## config.mk

```make
export PLATFORM = sky130hd
export DESIGN_NAME = exu_lsu
export DESIGN_NICKNAME = d
export VERILOG_FILES = /design/src/rtl/exu_lsu.sv
export SDC_FILE = /design/constraint.sdc
export NUM_CORES = 1
export LEC_CHECK = 0
export ABC_CLOCK_PERIOD_IN_PS = 8960
export BUFFER_PORTS_ARGS = -buffer_cell sky130_fd_sc_hd__buf_4
export CAP_MARGIN = 5
export CELL_PAD_IN_SITES_DETAIL_PLACEMENT = 1
export CELL_PAD_IN_SITES_GLOBAL_PLACEMENT = 1
export CORE_MARGIN = 4
export CORE_UTILIZATION = 38
export CTS_CLUSTER_SIZE = 16
export DETAILED_ROUTE_END_ITERATION = 8
export MAX_ROUTING_LAYER = met4
export PLACE_DENSITY_LB_ADDON = 0.1
export SLEW_MARGIN = 20
export SYNTH_ARGS = -nofsm -noshare
export SYNTH_HDL_FRONTEND = slang
export SYNTH_SLANG_ARGS = --single-unit
```

## constraint.sdc

```tcl
create_clock -name clk -period 8.96 [get_ports clk]
set_input_delay 0.448 -clock clk [delete_from_list [all_inputs] [get_ports clk]]
set_output_delay 0.448 -clock clk [all_outputs]
set_load 0.02 [all_outputs]
```

## src/rtl/exu_lsu.sv

```systemverilog
// exu_lsu: load/store unit sitting right after address generation.
// Takes one memory request per handshake, issues it on a single-outstanding
// req/gnt/rsp bus, and returns extended load data with a one-cycle done
// pulse and an error flag (bus error or response timeout).
module exu_lsu #(
  parameter int TO_W   = 8,
  parameter int TO_MAX = 255
) (
  input  logic        clk,
  input  logic        rst,
  input  logic        hs_ag4ls_val,
  output logic        hs_ls4ag_rdy,
  input  logic [31:0] i_ls_adr,
  input  logic [31:0] i_ls_wdat,
  input  logic [3:0]  i_ls_wen,
  input  logic        i_ls_ren,
  input  logic [1:0]  i_ls_size,
  input  logic        i_ls_unsg,
  output logic [31:0] o_ls_rdat,
  output logic        o_ls_done,
  output logic        o_ls_err,
  output logic        o_bus_req,
  input  logic        i_bus_gnt,
  output logic [31:0] o_bus_adr,
  output logic        o_bus_we,
  output logic [3:0]  o_bus_be,
  output logic [31:0] o_bus_wdat,
  input  logic        i_bus_rsp_val,
  input  logic [31:0] i_bus_rdat,
  input  logic        i_bus_err
);

  typedef enum logic [1:0] {ST_IDLE, ST_REQ, ST_RSP, ST_DONE} state_t;

  localparam logic [TO_W-1:0] TO_LIM = TO_W'(TO_MAX);

  state_t          state_q, state_d;
  logic [TO_W-1:0] cnt_q, cnt_d;
  logic [1:0]      adr_lo_q, adr_lo_d;
  logic [1:0]      size_q, size_d;
  logic            unsg_q, unsg_d;
  logic            rdy_q, rdy_d;
  logic            req_q, req_d;
  logic [31:0]     bus_adr_q, bus_adr_d;
  logic            we_q, we_d;
  logic [3:0]      be_q, be_d;
  logic [31:0]     wdat_q, wdat_d;
  logic            done_q, done_d;
  logic            err_q, err_d;
  logic [31:0]     rdat_q, rdat_d;

  logic            is_store;
  logic            accept;
  logic [2:0]      wen_cnt;
  logic [3:0]      enc_be;
  logic [31:0]     enc_wdat;
  logic [31:0]     ext_rdat;
  logic [7:0]      rd_byte [4];

  // Split the raw read word into byte lanes for byte-load selection
  for (genvar gi = 0; gi < 4; gi++) begin : g_lane
    assign rd_byte[gi] = i_bus_rdat[8*gi +: 8];
  end

  // Command encoding: byte enables and lane-replicated store data
  always_comb begin
    is_store = |i_ls_wen;
    accept   = hs_ag4ls_val & rdy_q & (is_store | i_ls_ren);
    wen_cnt  = {2'b00, i_ls_wen[0]} + {2'b00, i_ls_wen[1]}
             + {2'b00, i_ls_wen[2]} + {2'b00, i_ls_wen[3]};
    enc_wdat = i_ls_wdat;
    enc_be   = 4'b1111;
    if (is_store) begin
      // A store wins over a simultaneous load request
      enc_be = i_ls_wen;
      if (wen_cnt == 3'd1) begin
        enc_wdat = {4{i_ls_wdat[7:0]}};
      end else if (wen_cnt == 3'd2) begin
        enc_wdat = {2{i_ls_wdat[15:0]}};
      end
    end else begin
      case (i_ls_size)
        2'b00:   enc_be = 4'b0001 << i_ls_adr[1:0];
        2'b01:   enc_be = i_ls_adr[1] ? 4'b1100 : 4'b0011;
        default: enc_be = 4'b1111;
      endcase
    end
  end

  // Load data lane selection and sign/zero extension
  always_comb begin
    logic [7:0]  b;
    logic [15:0] h;
    b = rd_byte[adr_lo_q];
    h = adr_lo_q[1] ? i_bus_rdat[31:16] : i_bus_rdat[15:0];
    case (size_q)
      2'b00:   ext_rdat = {{24{b[7] & ~unsg_q}}, b};
      2'b01:   ext_rdat = {{16{h[15] & ~unsg_q}}, h};
      default: ext_rdat = i_bus_rdat;
    endcase
  end

  // Next-state and next-output logic for the IDLE/REQ/RSP/DONE sequence
  always_comb begin
    state_d   = state_q;
    cnt_d     = cnt_q;
    adr_lo_d  = adr_lo_q;
    size_d    = size_q;
    unsg_d    = unsg_q;
    bus_adr_d = bus_adr_q;
    we_d      = we_q;
    be_d      = be_q;
    wdat_d    = wdat_q;
    // Completion outputs are pulses: zero unless set below
    done_d    = 1'b0;
    err_d     = 1'b0;
    rdat_d    = 32'd0;
    case (state_q)
      ST_IDLE: begin
        if (accept) begin
          state_d   = ST_REQ;
          adr_lo_d  = i_ls_adr[1:0];
          size_d    = i_ls_size;
          unsg_d    = i_ls_unsg;
          bus_adr_d = {i_ls_adr[31:2], 2'b00};
          we_d      = is_store;
          be_d      = enc_be;
          wdat_d    = enc_wdat;
        end
      end
      ST_REQ: begin
        // Command stays stable on the bus until granted; no timeout here
        if (i_bus_gnt) begin
          state_d = ST_RSP;
          cnt_d   = '0;
        end
      end
      ST_RSP: begin
        // A response arriving on the timeout cycle still takes priority
        if (i_bus_rsp_val) begin
          state_d = ST_DONE;
          done_d  = 1'b1;
          err_d   = i_bus_err;
          rdat_d  = (we_q | i_bus_err) ? 32'd0 : ext_rdat;
        end else if (cnt_q == TO_LIM) begin
          state_d = ST_DONE;
          done_d  = 1'b1;
          err_d   = 1'b1;
        end else begin
          cnt_d = cnt_q + 1'b1;
        end
      end
      default: begin
        state_d = ST_IDLE;
      end
    endcase
    rdy_d = (state_d == ST_IDLE);
    req_d = (state_d == ST_REQ);
  end

  // State and registered outputs; async reset drops any in-flight request
  always_ff @(posedge clk or posedge rst) begin
    if (rst) begin
      state_q   <= ST_IDLE;
      cnt_q     <= '0;
      adr_lo_q  <= 2'b00;
      size_q    <= 2'b00;
      unsg_q    <= 1'b0;
      rdy_q     <= 1'b1;
      req_q     <= 1'b0;
      bus_adr_q <= 32'd0;
      we_q      <= 1'b0;
      be_q      <= 4'd0;
      wdat_q    <= 32'd0;
      done_q    <= 1'b0;
      err_q     <= 1'b0;
      rdat_q    <= 32'd0;
    end else begin
      state_q   <= state_d;
      cnt_q     <= cnt_d;
      adr_lo_q  <= adr_lo_d;
      size_q    <= size_d;
      unsg_q    <= unsg_d;
      rdy_q     <= rdy_d;
      req_q     <= req_d;
      bus_adr_q <= bus_adr_d;
      we_q      <= we_d;
      be_q      <= be_d;
      wdat_q    <= wdat_d;
      done_q    <= done_d;
      err_q     <= err_d;
      rdat_q    <= rdat_d;
    end
  end

  assign hs_ls4ag_rdy = rdy_q;
  assign o_bus_req    = req_q;
  assign o_bus_adr    = bus_adr_q;
  assign o_bus_we     = we_q;
  assign o_bus_be     = be_q;
  assign o_bus_wdat   = wdat_q;
  assign o_ls_done    = done_q;
  assign o_ls_err     = err_q;
  assign o_ls_rdat    = rdat_q;

endmodule

```

; Yosys cells after proc, flatten, opt, wreduce, memory -nomap -nowiden
; Index checks and enable logic that the tools add are counted.
[word_totals]
rom_bits = 0
output_inout_bits = 105
latchBits = 0
mem_bits_rw = 0
reg_bits = 118
input_bits = 110
elab_cells = 75
mem_count = 0
[classes]
n_eq_ne = 11
magnitude_cmp = 1
n_shift = 1
reduce_logical = 8
add_sub_neg = 4
n_mul = 0
n_bitwise = 8
muxes = 28
n_div = 0
[op_table]
columns = cell, n
row1 = $mux 32, 6
row2 = $pmux 32 s2, 1
row3 = $mux 8, 5
row4 = $bmux 8 s2, 1
row5 = $mux 16, 1
row6 = $pmux 8 s2, 1
row7 = $add 8x1->8 const B, 1
row8 = $eq 2x1->1 const B, 4
row9 = $eq 8x8->1 const B, 1
row10 = $logic_not 2->1, 4
row11 = $mux 2, 4
row12 = $mux 4, 2
row13 = $pmux 4 s2, 1
row14 = $ne 2x2->1 const B, 3
row15 = $pmux 2 s3, 1
row16 = $mux 1, 5
row17 = $and 1x1->1, 4
row18 = $reduce_and 4->1, 1
row19 = $reduce_or 4->1, 1
row20 = $shl 1x2->4 const A, 1
row21 = $add 2x1->3, 1
row22 = $add 3x1->3, 1
row23 = $eq 3x1->1 const B, 1
row24 = $eq 3x2->1 const B, 1
row25 = other kinds (8), 9

; Depth between registers and ports, before layout
; Gate-level depths: netlist of run 1.
[logic_depth]
ltp_word = 9
ltp_mapped = 11
depth_no_buf = 9

; Least setup slack after synthesis of run 1
; Ideal clock, no wire load.
[synth_path]
path_type = input-to-reg
start = in i_ls_wen[0]
end = reg wdat_q[16] (netlist: o_bus_wdat[16])
arrival_time_ns = 2.582
required_ns = 8.837
stages = 11
n_path_buf = 2
setup_time_ns = 0.123
path_slack_ns = 6.255
path_cell_list = inv_1 fa_1 inv_1 ha_1 ha_1 nand2b_1 buf_2 a211oi_4 buf_6 mux2i_1 o21ai_1
[synth_between]
elab_chain_len = 7
elab_cells_between_ends = 12
classes_between = add/sub (3) / eq/ne (2) / mux (3) / bitwise (2) / reduce/logical (2)
[synth_rtl]
columns = element, line_no
row1 = from (decl), 15  ; input logic [3:0] i_ls_wen,
row2 = $add 1x1->2, 69  ; wen_cnt = {2'b00, i_ls_wen[0]} + {2'b00, i_ls_wen[1]}
row3 = $add 2x1->3, 70  ; + {2'b00, i_ls_wen[2]} + {2'b00, i_ls_wen[3]};
row4 = $add 3x1->3, 70
row5 = $eq 3x2->1, 78  ; end else if (wen_cnt == 3'd2) begin
row6 = $mux 32, 78
row7 = $mux 32, 76  ; if (wen_cnt == 3'd1) begin
row8 = $mux 32, 73  ; if (is_store) begin
row9 = to (signal assigned), 189  ; wdat_q <= wdat_d;
row10 = to (decl), 47  ; logic [31:0] wdat_q, wdat_d;
; Parallel ways exist; a longest one is shown, timed or not.
; A chain may end at the register's enable or synchronous reset.

; Worst setup path in the final report of run 1
[layout_path]
start = in i_ls_wen[0]
end = reg wdat_q[20] (netlist: o_bus_wdat[20])
; The elaborated chain is that of the path after synthesis.

==> results of run 1 <==
[power by group through the flow]
stage               combinational, mW  sequential [mW]  clock (mW)
floorplan                       0.403            0.998           0
global placement                0.930            0.853           0
detailed placement              0.965            0.860           0
CTS                             0.971            0.857       0.640
global route                     1.05            0.884       0.668
finish                          0.958            0.856       0.630
[worst reg2reg max path: cells and delay by family, from the launching register on]
kind / cells / cell delay, ps
flip-flops: 1 / 430
AO/OA/AOI/OAI: 2 / 1000
AND/OR/NAND/NOR: 2 / 870
[synth_stat cells (2+ instances only)]
cell type  number
or3_1           5
and2_1          2
o2bb2ai_1       8
nand4_1         2
a222oi_1        7
inv_1          33
o22ai_1         9
a31oi_1         2
dfrtp_1       117
o21ai_1        17
buf_4           5
a21oi_1        42
ha_1            4
nor3_1          6
buf_2          15
o31ai_1         5
nand2_1       179
o21ai_0        14
mux2i_1         9
nor2b_1         3
clkbuf_1        7
nand3_1         3
nor2_1         31
a221oi_1        8
buf_6           3
nand2b_1        5
o21bai_1        2
[cell type report]
class | instances | area (um2) | share of cell area (%)
clock buffers | 26 | 499 | 6.67
clock inverters | 4 | 45.0 | 0.602
inverters | 33 | 126 | 1.69
well taps | 176 | 220 | 2.94
repair buffers | 214 | 1610 | 21.5
multi-input cells | 387 | 2030 | 27.1
flip-flops and latches | 118 | 2950 | 39.5
[cell families (layout without fill, tap and decap cells)]
logic type	Yosys count	after routing	share of synthesized area, %
AO/OA/AOI/OAI	123	123	15.0
flip-flops	118	118	56.0
other	1	2	0.0711
multiplexers	11	11	2.35
buffers and inverters	64	277	5.70
adder cells (fa/ha/maj)	5	5	1.33
AND/OR/NAND/NOR	246	246	19.5
[routing by layer]
layer | vias up | global-route usage (%) | part of all wire (%)
li1 | 2315 | - | -
met1 | 2479 | 28.2 | 42
met2 | 184 | 38.3 | 50
met3 | 34 | 5.50 | 5.5
met4 | 0 | 8.20 | 2.2
met5 | - | - | 0
[state kept, by name, indices dropped and copies added, names as in the netlist]
name          flops
o_bus_adr        30
cnt_q             8
o_bus_be          4
o_ls_rdat        32
state_q           2
hs_ls4ag_rdy      1
o_ls_done         1
o_bus_wdat       32
o_bus_req         1
o_bus_we          1
adr_lo_q          2
unsg_q            1
size_q            2
o_ls_err          1
[how the worst min path moves through the flow]
stage	slack (ps)	endpoint	cells after the start
2_1_floorplan	470	unsg_q$_DFFE_PP0P_	2
3_3_place_gp	460	o_bus_adr[27]$_DFFE_PP0P_	2
3_5_place_dp	470	o_bus_adr[14]$_DFFE_PP0P_	2
4_1_cts	210	o_bus_adr[24]$_DFFE_PP0P_	2
5_1_grt	220	o_bus_adr[11]$_DFFE_PP0P_	3
6_report	190	o_bus_adr[14]$_DFFE_PP0P_	2
[stage by stage]
step	cells	worst slack [ps]	cell area, um2	hold slack [ps]	utilization (%)
after detailed placement	928	5480	6930	468	51.7
after global routing	958	5770	7480	225	55.8
after CTS	958	5940	7470	213	55.8
final	958	5990	7480	191	55.8
after floorplan	569	5380	5280	470	-
after global placement	928	5650	6930	459	51.7
==> metrics, run 1 <==
Routability Congestion=0.853; outcome=finished, final reports clean; DRT Wirelength=17800 um; cts hold-fix bufs=0; main flop type after synthesis=dfrtp_1; cell count along the critical path=10; core footprint=13400 um2; Worst Skew=9.32 ps; leakage dissipation=3.91 nW; Clk pwr share=25.8%; Detailed Place HPWL=12800 um; clk sinks=118; CP Capture Type=register; setup TNS=0 ps; Longest Clk Path Bufs=2; CTS buffer count=17; DR vias/cell=5.23; switching share of power=38.8%; DRT antenna net count=0; transition time of the tightest slew-check pin=966 ps; Total Nets Final=886; Tcrit/Tclk final=33.1%; synth unique cells=52; Root Driver=clkbuf_16; CP cell instances=buf_4 > inv_1 > fa_1 > inv_1 > ha_1 > ha_1 > nand2b_1 > a211oi_4 > mux2i_1 > o21ai_0; CTS tree=built; PwrDens=327 nW/um2; DRC=0; H-tree levels=4; CP startpoint kind=primary input; FP Rows=42; post-synthesis sequential area ratio=56.0%; crit path capture=o_bus_wdat[20]$_DFFE_PP0P_; CP top delay family=adder cells; # port buffers=212; Syn Std Cell Area=5270 um2; global-route usage over all layers=23.3%; RSZ-0062 raised after global routing=no; Worst path max stage delay=870 ps; Synth top area share=55.5%; GRT overflow=0; dominant cells by area after synthesis=dfrtp_1 (56%), nand2_1 (13%), a21oi_1 (4.0%), inv_1 (2.3%), nor2_1 (2.2%); switching pwr=0.948 mW; fraction of layout cells with a size suffix above 1=32.1%; global-route wire length before repair=28800 um; Hold Fails Final Rpt=0; vias post-DR=5012; Clk Latency, worst-skew pair=410 ps; number of synthesized flops with an enable pin=0; Finish-stage setup viols=0; Worst VDD drop=0.000224 V; area grow syn2layout=41.9%; Die Y=126 um; DRT Pass-1 Iters=5; warnings from Yosys=0; ANT cells=0; worst-path fanout max=16; Max transition margin=35.1%; syn avg cell area=9.28 um2; Max Cap Viol=0; reg2reg start=state_q[0]$_DFF_PP0_; most common cell after layout, fill and taps aside=buf_4; Starting Density=39.3%; Hold/Removal Path Class=primary input to asynchronous set/reset pin; Worst R2R Path Depth=4; Crit-path slowest cell=a211oi_4; P_int=1.50 mW; Crit. Startpoint=i_ls_wen[0]; CP required=9210 ps; chip width=126 um; r2r setup slk=6570 ps; drt wl/cell=18.6 um; Post-CTS Resized=0; fin. max-slew vios=0; crit path DAT=3220 ps; initial antenna violation count=0; Gate Count Post-Synth=568; R2R Path End=o_ls_rdat[28]$_DFF_PP0_; Fill cells=1551; vias in the first global route=5513; CP bufs+invs=3; sequential fraction of design power=35.0%; pin count of the biggest net entering global routing=89; Pwr Total=2.44 mW; clk slew on worst S/H paths=50 ps; post-layout minimum cycle time=2970 ps; top-level I/O count=215; DRT iter0 DRCs=338; Yosys top cell by area=dfrtp_1; total setup buffers inserted after CTS=0; Max Freq=0.337 GHz; register bit total from synthesis=118; total die area=15800 um2; WS Path Type=primary input to register; most frequent cells in the layout=buf_4 (214), nand2_1 (179), dfrtp_1 (117); Comb pwr share=39.2%; fraction of registers with async set/reset=100%
Note: power is estimated with default switching activity, not from simulation.
==> inputs of run 2 (changes only) <==
--- a/config.mk
+++ b/config.mk
@@ -5,13 +5,13 @@
 export SDC_FILE = /design/constraint.sdc
 export NUM_CORES = 1
 export LEC_CHECK = 0
-export ABC_CLOCK_PERIOD_IN_PS = 8960
+export ABC_CLOCK_PERIOD_IN_PS = 2650
 export BUFFER_PORTS_ARGS = -buffer_cell sky130_fd_sc_hd__buf_4
 export CAP_MARGIN = 5
 export CELL_PAD_IN_SITES_DETAIL_PLACEMENT = 1
 export CELL_PAD_IN_SITES_GLOBAL_PLACEMENT = 1
 export CORE_MARGIN = 4
-export CORE_UTILIZATION = 38
+export CORE_UTILIZATION = 32
 export CTS_CLUSTER_SIZE = 16
 export DETAILED_ROUTE_END_ITERATION = 8
 export MAX_ROUTING_LAYER = met4
==> constraint.sdc (replaced) <==
create_clock -name clk -period 2.65 [get_ports clk]
set_input_delay 0.1325 -clock clk [delete_from_list [all_inputs] [get_ports clk]]
set_output_delay 0.1325 -clock clk [all_outputs]
set_load 0.02 [all_outputs]
==> run 2 against run 1 <==
Effect of this change:
- global-route usage down 1.4 points
- register-to-register slack worse by 6100 ps
- combinational power rose to 3.7 times the previous value
- setup slack worse by 5500 ps
- critical path type is now register to register
- largest cell class unchanged
- highest routed layer unchanged
==> metrics, run 2 (synthesis gave the netlist of run 1 again) <==
outcome=finished, final reports clean; Worst Skew=8.01 ps; RSZ-0062 raised after global routing=no; ANT cells=0; Post-Place Setup Slack=133 ps; Final WS setup=479 ps; clk slew on worst S/H paths=60 ps; Finish-stage setup viols=0; Detailed Place HPWL=13000 um; chip width=136 um; fin. max-slew vios=0; vias in the first global route=5843; CTS buffer count=17; Hold/Removal Path Class=primary input to register; Fill cells=1840; area of the multi-input gates=2020 um2; Clk Latency, worst-skew pair=410 ps; GRT overflow=0; total setup buffers inserted after CTS=0; worst-path fanout max=14; global-route usage over all layers=21.9%; CP Capture Type=register; vias post-DR=5223; drt wl/cell=18.0 um; FP Rows=46; clk sinks=118; total die area=18600 um2; Max Cap Viol=0; WS Path Type=register to register; cts hold-fix bufs=80; Max transition margin=56.0%; # port buffers=212; Longest Clk Path Bufs=2; Starting Density=33.0%; Routability Congestion=0.820; global-route wire length before repair=30600 um; Die Y=136 um; DRT Wirelength=19600 um; DRT antenna net count=0; Worst VDD drop=0.000532 V; Storage cell area=2950 um2; post-layout minimum cycle time=2170 ps; PwrDens=1040 nW/um2; area grow syn2layout=62.2%; DRC=0; DR vias/cell=4.79; H-tree levels=4; CP required=2990 ps; most common cell after layout, fill and taps aside=buf_4; DRT Pass-1 Iters=7; Root Driver=clkbuf_16; Max Freq=0.461 GHz; Total Nets Final=977; setup TNS=0 ps; leakage dissipation=4.35 nW; Tcrit/Tclk final=81.9%; pin count of the biggest net entering global routing=119; fraction of layout cells with a size suffix above 1=30.7%; Hold Fails Final Rpt=0; CTS tree=built; CP startpoint kind=register; crit path DAT=2510 ps; initial antenna violation count=0; core footprint=16000 um2; top-level I/O count=215; Post-CTS Resized=0; transition time of the tightest slew-check pin=660 ps; most frequent cells in the layout=buf_4 (222), nand2_1 (179), dfrtp_1 (117); DRT iter0 DRCs=258
-- run 2: cell count changes in the layout (fill, tap and decap cells not counted), sizes merged --
cell / previous run / this run
buf: 214 / 225
bufinv: 1 / 4
dlygate4sd3: 0 / 80
clkbuf: 26 / 21
clkinvlp: 0 / 4
-- run 2: worst paths after layout --
path                                                 from                         end  slack (ps)  cells after the start
worst max-delay path                size_q[0]$_DFFE_PP0P_      o_ls_rdat[2]$_DFF_PP0_         480                      5
worst min-delay path                        i_ls_wdat[31]  o_bus_wdat[31]$_DFFE_PP0P_          20                      3
worst max register to register      size_q[0]$_DFFE_PP0P_      o_ls_rdat[2]$_DFF_PP0_         480                      5
worst min register to register  o_bus_wdat[4]$_DFFE_PP0P_   o_bus_wdat[4]$_DFFE_PP0P_         470                      2
max in group asynchronous                             rst     o_bus_be[2]$_DFFE_PP0P_        1700                      4
min in group asynchronous                             rst   o_bus_wdat[6]$_DFFE_PP0P_         510                      4
-- run 2: area by class of cell --
| cell class | instances | share of cell area (%) |
|---|---|---|
| Timing Repair Buffer | 305 | 29.5 |
| Inverter | 33 | 1.49 |
| Multi-Input combinational cell | 387 | 23.7 |
| Clock inverter | 11 | 1.99 |
| Clock buffer | 21 | 5.62 |
| Tap cell | 216 | 3.16 |
| Sequential cell | 118 | 34.5 |
-- run 2: through the flow --
| step | area [um2] | std cells | hold slack (ps) | util [%] | total power, mW |
|---|---|---|---|---|---|
| global placement | 7100 | 979 | 323 | 44.4 | 6.14 |
| CTS | 8550 | 1091 | 0.692 | 53.5 | 8.96 |
| detailed placement | 7100 | 979 | 329 | 44.4 | 6.26 |
| floorplan | 5280 | 569 | 237 | - | 4.74 |
| global route | 8550 | 1091 | 8.52 | 53.5 | 9.41 |
| finish | 8550 | 1091 | 20.3 | 53.5 | 8.88 |
-- run 2: power breakdown --
part           leakage [nW]  switching [mW]  internal (mW)  total, mW
registers              1.52           0.453           2.40       2.85
clock network         0.312           0.848           1.68       2.52
logic                  2.52            2.06           1.45       3.51
total                  4.35            3.36           5.52       8.88
-- run 2: per-layer routing --
metal / track usage (%) / vias up / routed length [um]
met5: - / - / 0
met4: 8.34 / 0 / 358
met3: 4.85 / 27 / 901
met2: 37.3 / 156 / 10300
met1: 25.2 / 2548 / 8000
li1: - / 2492 / -
-- run 2: worst max-delay path, stage by stage (launching register included) --
cell	delay [ps]
dfrtp_1	650
nor2b_1	140
o21ai_1	440
a222oi_1	200
dlygate4sd3_1	590
nor2_1	90
==> inputs of run 3 (changes only) <==
--- a/config.mk
+++ b/config.mk
@@ -5,13 +5,13 @@
 export SDC_FILE = /design/constraint.sdc
 export NUM_CORES = 1
 export LEC_CHECK = 0
-export ABC_CLOCK_PERIOD_IN_PS = 2650
+export ABC_CLOCK_PERIOD_IN_PS = 2100
 export BUFFER_PORTS_ARGS = -buffer_cell sky130_fd_sc_hd__buf_4
 export CAP_MARGIN = 5
 export CELL_PAD_IN_SITES_DETAIL_PLACEMENT = 1
 export CELL_PAD_IN_SITES_GLOBAL_PLACEMENT = 1
 export CORE_MARGIN = 4
-export CORE_UTILIZATION = 32
+export CORE_UTILIZATION = 35
 export CTS_CLUSTER_SIZE = 16
 export DETAILED_ROUTE_END_ITERATION = 8
 export MAX_ROUTING_LAYER = met4
==> constraint.sdc (replaced) <==
create_clock -name clk -period 2.1 [get_ports clk]
set_input_delay 0.105 -clock clk [delete_from_list [all_inputs] [get_ports clk]]
set_output_delay 0.105 -clock clk [all_outputs]
set_load 0.02 [all_outputs]
==> run 3 against run 2 <==
Effect of this change:
- clock skew is 0.57 ps higher
- utilization increased by 5.7 points
- clock power rose by 7%
- non-clock buffer count increased by 20
==> metrics, run 3 (synthesis gave the netlist of run 1 again) <==
Crit-path slowest cell=fa_1; core footprint=14600 um2; area grow syn2layout=64.3%; outcome=finished, final reports clean; Starting Density=36.0%; # port buffers=212; Pwr Total=10.8 mW; global-route usage over all layers=24.5%; Routability Congestion=0.786; vias in the first global route=5930; dpl cell area=7210 um2; Comb pwr share=42.2%; Worst Hold Path Cells=3; Tcrit/Tclk final=96.7%; FP Rows=44; Placed Cells=956; pin count of the biggest net entering global routing=64; Hold Fails Final Rpt=0; fin. max-slew vios=0; setup TNS=0 ps; clk sinks=118; total die area=17100 um2; Finish-stage setup viols=0; clk slew on worst S/H paths=60 ps; vias post-DR=5370; Worst Skew=8.58 ps; worst-path fanout max=16; Clk Latency, worst-skew pair=410 ps; drt wl/cell=18.7 um; post-layout minimum cycle time=2030 ps; Root Driver=clkbuf_16; R2R Path End=o_ls_rdat[27]$_DFF_PP0_; CTS tree=built; CP Capture Type=register; Final Core Density=59.2%; r2r setup slk=270 ps; PwrDens=1250 nW/um2; most common cell after layout, fill and taps aside=buf_4; Detailed Place HPWL=13500 um; CP startpoint kind=primary input; WS Path Type=primary input to register; Max Freq=0.493 GHz; Total Nets Final=997; CP cell instances=buf_4 > inv_12 > fa_1 > inv_1 > ha_2 > ha_4 > nand2b_4 > a211oi_4 > buf_12 > mux2i_1 > o21ai_1; switching share of power=38.6%; Hold Crit Endpoint=o_bus_wdat[29]$_DFFE_PP0P_; leakage dissipation=4.42 nW; crit path DAT=2320 ps; CTS buffer count=17; H-tree levels=4; DRT antenna net count=0; global-route wire length before repair=31400 um; fraction of layout cells with a size suffix above 1=31.1%; chip width=131 um; DRT Wirelength=20100 um; Worst VDD drop=0.000566 V; CP required=2390 ps; Die Y=131 um; DRT Pass-1 Iters=6; top-level I/O count=215; Worst path max stage delay=540 ps; switching pwr=4.17 mW; reg2reg start=adr_lo_q[1]$_DFFE_PP0P_; DRT iter0 DRCs=234; Hold/Removal Path Class=primary input to register; Longest Clk Path Bufs=2; sequential fraction of design power=33.0%; total setup buffers inserted after CTS=0; Worst R2R Path Depth=5; transition time of the tightest slew-check pin=594 ps; GRT overflow=0; initial antenna violation count=1; fin cells=1078; DRC=0; RSZ-0062 raised after global routing=no; DR vias/cell=4.98; most frequent cells in the layout=buf_4 (228), nand2_1 (179), dfrtp_1 (117); P_int=6.65 mW; startpoint of the worst hold path=i_ls_wdat[29]; Final Instance Area=8660 um2; Clk pwr share=24.8%; Max transition margin=60.2%; Max Cap Viol=0
run 3: worst max-delay path by stage:
stage / startpoint / to
final: i_ls_wen[3] / o_bus_wdat[17]$_DFFE_PP0P_
after global routing: i_ls_wen[3] / o_bus_wdat[17]$_DFFE_PP0P_
after CTS: i_ls_wen[3] / o_bus_wdat[17]$_DFFE_PP0P_
after detailed placement: i_ls_wen[3] / o_bus_wdat[17]$_DFFE_PP0P_
after global placement: i_ls_wen[3] / o_bus_wdat[16]$_DFFE_PP0P_
after floorplan: i_ls_wen[3] / o_bus_wdat[16]$_DFFE_PP0P_
run 3: layout make-up:
class,instances,area [um2]
diodes,1,2.50
fillers,1635,5980
multi-input cells,387,2050
repair buffers,325,2740
flip-flops and latches,118,2950
clock buffers,26,499
well taps,184,230
clock inverters,4,45.0
inverters,33,140
run 3: critical path, delay by kind of cell:
| kind | cells | cell delay (ps) |
|---|---|---|
| compound gates | 2 | 370 |
| mux | 1 | 280 |
| simple gates | 1 | 170 |
| buf+inv | 4 | 410 |
| fa+ha+maj | 3 | 970 |
run 3: repair_timing:
| item | in CTS | in global routing |
|---|---|---|
| setup endpoints to repair | 0 | 0 |
| hold buffers | 90 | 1 |
| hold endpoints to repair | 109 | 1 |
| gates resized for setup | 0 | 0 |
run 3: layer usage:
metal	vias up	part of all wire, %	track usage [%]
met5	-	0	-
met4	0	2.9	9.38
met3	42	4.8	4.84
met2	180	51	41.2
met1	2619	42	29.2
li1	2529	-	-
run 3: power groups by stage:
| stage | combinational (mW) | clock, mW | sequential (mW) |
|---|---|---|---|
| global route | 4.96 | 2.87 | 3.66 |
| detailed placement | 4.38 | 0 | 3.59 |
| floorplan | 1.75 | 0 | 4.26 |
| CTS | 4.55 | 2.75 | 3.57 |
| global placement | 4.22 | 0 | 3.54 |
| finish | 4.56 | 2.69 | 3.57 |
run 3: stage by stage:
stage | hold slack, ps | setup WS (ps)
CTS | 1.40 | 124
finish | 1.12 | 70.1
global route | 9.08 | 2.07
detailed placement | 200 | -308
global placement | 197 | -174
floorplan | 210 | -172
